<file path="src/rtl/sprite_animator.sv">
// sprite_animator: frame sequencer (LOOP/PINGPONG/ONESHOT/STILL) plus registered
// sprite window detect and ROM address generation for a horizontal sprite strip.
module sprite_animator #(
    parameter int NUM_FRAMES  = 4,
    parameter int SPRITE_W    = 40,
    parameter int SPRITE_H    = 40,
    parameter int HOLD_TICKS  = 4,
    parameter int BASE_OFFSET = 42724,
    parameter int LEFT_OFFSET = 50620,
    parameter int ADDR_W      = 21
) (
    input  logic              frame_Clk,
    input  logic              Reset,
    input  logic              anim_tick,
    input  logic              moving,
    input  logic              playerDirection,
    input  logic [1:0]        mode,
    input  logic              trigger,
    input  logic [9:0]        DrawX,
    input  logic [9:0]        DrawY,
    input  logic [9:0]        PlayerX,
    input  logic [9:0]        PlayerY,
    output logic              playerOn,
    output logic [ADDR_W-1:0] spriteAddress,
    output logic [3:0]        frame_idx,
    output logic              anim_done,
    output logic [9:0]        PlayerWidth,
    output logic [9:0]        PlayerHeight
);
    typedef enum logic [1:0] {IDLE, RUN, DONE} state_t;

    localparam logic [1:0]  M_LOOP   = 2'd0;
    localparam logic [1:0]  M_PING   = 2'd1;
    localparam logic [1:0]  M_ONE    = 2'd2;
    localparam logic [1:0]  M_STILL  = 2'd3;
    localparam logic [3:0]  LAST     = 4'(NUM_FRAMES - 1);
    localparam logic [3:0]  HLAST    = 4'(HOLD_TICKS - 1);
    localparam logic [21:0] FRAME_SZ = 22'(SPRITE_W * SPRITE_H);

    state_t            state_q, state_d;
    logic [3:0]        frame_q, frame_d;
    logic [3:0]        hold_q, hold_d;
    logic              up_q, up_d;
    logic              dir_q, dir_d;
    logic              done_q, done_d;
    logic [1:0]        mode_q;
    logic              on_q;
    logic [ADDR_W-1:0] addr_q;

    logic              animated, last_frame, hold_wrap;
    logic              in_x, in_y, in_win;
    logic [9:0]        dx, dy;
    logic [21:0]       addr_full;

    assign animated   = (mode == M_LOOP) || (mode == M_PING);
    assign last_frame = frame_q == LAST;
    assign hold_wrap  = hold_q == HLAST;

    // 11-bit compares so a sprite near X/Y=1023 does not wrap the window end
    assign in_x   = ({1'b0, DrawX} >= {1'b0, PlayerX}) &&
                    ({1'b0, DrawX} < {1'b0, PlayerX} + 11'(SPRITE_W));
    assign in_y   = ({1'b0, DrawY} >= {1'b0, PlayerY}) &&
                    ({1'b0, DrawY} < {1'b0, PlayerY} + 11'(SPRITE_H));
    assign in_win = in_x && in_y;
    assign dx     = DrawX - PlayerX;
    assign dy     = DrawY - PlayerY;

    assign addr_full = 22'(BASE_OFFSET) + (dir_q ? 22'(LEFT_OFFSET) : 22'd0) +
                       {18'd0, frame_q} * FRAME_SZ +
                       {12'd0, dy} * 22'(SPRITE_W) + {12'd0, dx};

    always_ff @(posedge frame_Clk) begin
        mode_q <= mode;
        if (Reset) begin
            state_q <= IDLE;
            frame_q <= '0;
            hold_q  <= '0;
            up_q    <= 1'b1;
            dir_q   <= 1'b0;
            done_q  <= 1'b0;
            on_q    <= 1'b0;
            addr_q  <= '0;
        end else begin
            state_q <= state_d;
            frame_q <= frame_d;
            hold_q  <= hold_d;
            up_q    <= up_d;
            dir_q   <= dir_d;
            done_q  <= done_d;
            on_q    <= in_win;
            if (in_win) addr_q <= ADDR_W'(addr_full);
        end
    end

    always_comb begin
        state_d = state_q;
        frame_d = frame_q;
        hold_d  = hold_q;
        up_d    = up_q;
        done_d  = done_q;
        dir_d   = anim_tick ? playerDirection : dir_q;
        if (mode != mode_q) begin
            state_d = IDLE;
            frame_d = '0;
            hold_d  = '0;
            up_d    = 1'b1;
            done_d  = 1'b0;
        end else if (trigger && mode == M_ONE) begin
            state_d = RUN;
            frame_d = '0;
            hold_d  = '0;
            done_d  = 1'b0;
        end else if (anim_tick) begin
            case (state_q)
                IDLE: begin
                    frame_d = '0;
                    hold_d  = '0;
                    up_d    = 1'b1;
                    if ((animated && moving) || mode == M_ONE) state_d = RUN;
                end
                RUN: begin
                    if (mode == M_STILL || (animated && !moving)) begin
                        state_d = IDLE;
                        frame_d = '0;
                        hold_d  = '0;
                        up_d    = 1'b1;
                    end else if (!hold_wrap) begin
                        hold_d = hold_q + 4'd1;
                    end else begin
                        hold_d = '0;
                        if (mode == M_LOOP) begin
                            frame_d = last_frame ? 4'd0 : frame_q + 4'd1;
                        end else if (mode == M_PING) begin
                            if (LAST == 4'd0) begin
                                frame_d = '0;
                            end else if (up_q) begin
                                frame_d = last_frame ? frame_q - 4'd1 : frame_q + 4'd1;
                                up_d    = !last_frame;
                            end else begin
                                frame_d = (frame_q == 4'd0) ? 4'd1 : frame_q - 4'd1;
                                up_d    = frame_q == 4'd0;
                            end
                        end else begin
                            frame_d = last_frame ? frame_q : frame_q + 4'd1;
                            if (last_frame || frame_q + 4'd1 == LAST) begin
                                state_d = DONE;
                                done_d  = 1'b1;
                            end
                        end
                    end
                end
                DONE:    state_d = DONE;
                default: state_d = IDLE;
            endcase
        end
    end

    assign playerOn      = on_q;
    assign spriteAddress = addr_q;
    assign frame_idx     = frame_q;
    assign anim_done     = done_q;
    assign PlayerWidth   = 10'(SPRITE_W);
    assign PlayerHeight  = 10'(SPRITE_H);
endmodule

</file>
<file path="config.mk">
export PLATFORM = sky130hd
export DESIGN_NAME = sprite_animator
export DESIGN_NICKNAME = d
export VERILOG_FILES = /design/src/rtl/sprite_animator.sv
export SDC_FILE = /design/constraint.sdc
export NUM_CORES = 1
export LEC_CHECK = 0
export CORE_ASPECT_RATIO = 1.25
export CORE_MARGIN = 4
export CORE_UTILIZATION = 25
export DETAILED_ROUTE_END_ITERATION = 8
export GPL_TIMING_DRIVEN = 1
export SKIP_LAST_GASP = 1
export SLEW_MARGIN = 20
export SYNTH_ARGS = -nofsm -noshare
export SYNTH_HDL_FRONTEND = slang
export SYNTH_SLANG_ARGS = --single-unit
export TNS_END_PERCENT = 20
</file>
<file path="constraint.sdc">
create_clock -name frame_Clk -period 8.05 [get_ports frame_Clk]
set_clock_uncertainty 0.1 [all_clocks]
set_input_delay 2.0125 -clock frame_Clk [delete_from_list [all_inputs] [get_ports frame_Clk]]
set_output_delay 2.0125 -clock frame_Clk [all_outputs]
set_load 0.1 [all_outputs]
</file>
==> summary.md <==
| Metric | Value |
|---|---|
| Status | `completed` |
| Unrepaired setup endpoints after global routing | `false` |
| Num ports | `95` |
| CP most frequent cell | `ha_1` |
| First-pass GRT wire length | `18600 um` |
| Seq cells post-synth | `35` |
| Slowest cell on crit path | `clkdlybuf4s50_1` |
| H-tree depth | `2` |
| Max Freq | `130 MHz` |
| Commonest cells post-synth | `ha_1, inv_1, nor2_1` |
| Clock transition at path regs | `0.06 ns` |
| Port Buf Inserts | `72` |
| TritonCTS clock tree | `built` |
| Min-delay worst type | `reg2reg` |
| Setup CP Type | `in2reg` |
| RR Startpoint | `frame_idx[0]` |
| P_int | `908 uW` |
| Routed WL per cell | `11.9 um` |
| Largest family of logic cells by synthesized area | `adder cells` |
| Max-cap violations | `0` |
| Number of global-route vias before repair | `4231` |
| Fin crit period | `7.68 ns` |
| Flop pwr share | `0.109` |
| Gpl congestion | `0.823` |
| Worst vdd ir | `0.166 mV` |
| Die height | `168 um` |
| Area delta synth->final | `22.7%` |
| Synth Area in Simple Gates | `0.150` |
| Multiplexer area fraction after synthesis | `0.0273` |
| Largest net degree at the start of global routing | `26` |
| DIE AREA | `22900 um2` |
| Final-stage net count | `865` |
| Post-detailed-placement half-perimeter wirelength | `10100 um` |
| Final Hold Fails | `0` |
| Cells after Synth | `611` |
| Share of the synthesized area in the top cell type | `0.263` |
| Synthesized area per cell | `8.40 um2` |
| FF-to-FF setup slack | `3.56 ns` |
| Post-Route Setup TNS | `0 ns` |
| Clk pwr share | `0.108` |
| Initial Util | `0.254` |
| Initial antenna violation count | `0` |
| Synth area leaders | `ha_1, dfxtp_1, fa_1` |
| Slew headroom | `0.322` |
| Synth Area in XOR/XNOR | `0.0870` |
| Main flop type after synthesis | `dfxtp_1` |
| Share of cells above drive strength 1 | `0.0505` |
| Crit. End Element | `register` |
| CP required | `8.09 ns` |
| Worst path bufs/invs | `3` |
| Final period utilization | `0.954` |
| HP Start | `spriteAddress[18]` |
| Total CTS buffers | `5` |
| Area leader, netlist | `ha_1` |
| Max-slew violations | `0` |
| Top Family by Delay on Critical Path | `adder cells` |
| Die width | `136 um` |
| Worst skew pair latency | `0.27 ns` |
| Site Rows | `58` |
| Clk sinks | `35` |
| Antenna-violating nets left | `0` |
| Switch share | `0.486` |
| Mapped Area | `5130 um2` |
| # setup viols final | `0` |
| # diodes | `0` |
| Yosys warns | `0` |
| Combinational power share | `0.783` |
| Adder-cell area share of the yosys netlist | `0.326` |
| Root Buffer | `clkbuf_16` |
| Worst Max-Slew Pin Slew | `1.01 ns` |
| Net Switching | `858 uW` |
| Cell Pwr Density | `280 nW/um2` |
| Total track usage | `0.0964` |
| Vias per cell | `4.51` |
| Slowest stage delay, CP | `0.47 ns` |
| Post-synth EDFFs | `0` |
| Via count | `4340` |
| Min Hold Slack | `0.353 ns` |
| Crit start category | `input port` |
| Synth Area in Compound Gates | `0.176` |
| Clock Path Buffers | `2` |
| Core area | `20200 um2` |
| Routed WL | `11500 um` |
| CTS Hold Bufs | `0` |
| FFs w/ async S/R, synth | `0` |
| Register area share after synthesis | `0.136` |
| DRC viols | `0` |
| Drt pass-1 iters | `4` |
| Critical path arrival | `7.71 ns` |
| Filler Cell Count | `2194` |
| Total grt overflow | `0` |
| Library cell with the highest instance count after synthesis | `ha_1` |
| Unique masters post-synth | `60` |
| Leak Pwr | `0.00285 uW` |
| DRT iter0 DRCs | `86` |
| Critical Path Start | `PlayerY[4]` |
| Crit path max fanout | `5` |
[per-stage QoR]
step | std cells | setup WS, ns | total power [uW] | instance area, um2 | utilization
after floorplan | 631 | 0.813 | 1290 | 5210 | -
after detailed placement | 955 | -0.0325 | 1580 | 6130 | 0.304
after CTS | 962 | 0.250 | 1780 | 6280 | 0.311
final | 963 | 0.373 | 1770 | 6300 | 0.312
after global routing | 963 | 0.0442 | 1950 | 6300 | 0.312
after global placement | 955 | 0.0642 | 1570 | 6130 | 0.304
[tightest hold or removal path, stage by stage (launching register included)]
cell,delay [ns]
dfxtp_1,0.31
nand2_1,0.05
a21oi_1,0.05
[final cells by class]
type	instances	area, um2	area share
tap	270	338	0.0536
timing repair buffer	82	796	0.126
clock inverter	1	5.00	0.000794
inverter	77	289	0.0459
sequential	35	701	0.111
multi-input combinational	492	4030	0.640
clock buffer	6	139	0.0220
[cells by family (layout without fill, tap and decap cells)]
family	Yosys count	in the layout
and+or+nand+nor	152	152
AOI/OAI and AO/OA	129	129
DFF	35	35
buffers and inverters	104	166
muxes	14	14
adders and majority gates	124	124
other	2	22
xor gates and xnor gates	51	51
[layout by cell type (no fill, tap or decap), types with 3 or more instances in the layout]
cell	Yosys	final
a211o_1	3	3
a211oi_1	3	3
a211oi_2	6	6
a21o_1	14	14
a21oi_1	31	31
a31oi_1	4	4
and2_1	3	3
and3_1	5	5
buf_4	22	10
clkbuf_16	0	5
clkdlybuf4s50_1	0	72
conb_1	2	22
dfxtp_1	35	35
fa_1	16	15
ha_1	108	107
inv_1	77	77
mux2i_1	14	14
nand2_1	23	23
nand2b_1	11	11
nand3_1	10	10
nand3b_1	4	4
nand4_1	7	7
nor2_1	47	47
nor2_2	4	4
nor2b_1	11	11
nor3_1	13	13
nor4_1	4	4
o2111ai_1	4	4
o211ai_1	5	5
o21a_1	10	10
o21ai_0	19	18
o21ai_1	5	6
o21bai_1	4	4
or3_1	4	4
xnor2_1	35	35
xor2_1	16	16
[layer usage]
| metal | share of wire | vias to the layer above | track usage |
|---|---|---|---|
| met5 | 0 | - | 0 |
| met4 | 0.011 | 0 | 0.0184 |
| met3 | 0.039 | 10 | 0.0164 |
| met2 | 0.52 | 80 | 0.183 |
| met1 | 0.43 | 1989 | 0.112 |
| li1 | - | 2261 | - |
[sequential cells by signal (all words and copies together), names as in the netlist]
| register | count |
|---|---|
| playerOn | 1 |
| state_q | 2 |
| anim_done | 1 |
| hold_q | 4 |
| up_q | 1 |
| spriteAddress | 19 |
| frame_idx | 4 |
| dir_q | 1 |
| mode_q | 2 |
[power groups by stage]
stage / Sequential, uW / Clock (uW) / Combinational [uW]
finish: 193 / 191 / 1380
global route: 194 / 205 / 1550
CTS: 193 / 197 / 1390
detailed placement: 197 / 0 / 1380
global placement: 197 / 0 / 1370
floorplan: 273 / 0 / 1020
[path summary, 6_finish.rpt]
| kind | cells past startpoint | to |
|---|---|---|
| setup / recovery | 27 | spriteAddress[17] |
| hold / removal | 2 | spriteAddress[18] |
| setup reg to reg | 19 | spriteAddress[17] |
| hold reg to reg | 2 | spriteAddress[18] |
[timing repair]
item	CTS	global route
buffers inserted	0	1
setup endpoints to repair	0	3
gates resized for setup	0	3
Power figures use the tool's default switching activity.
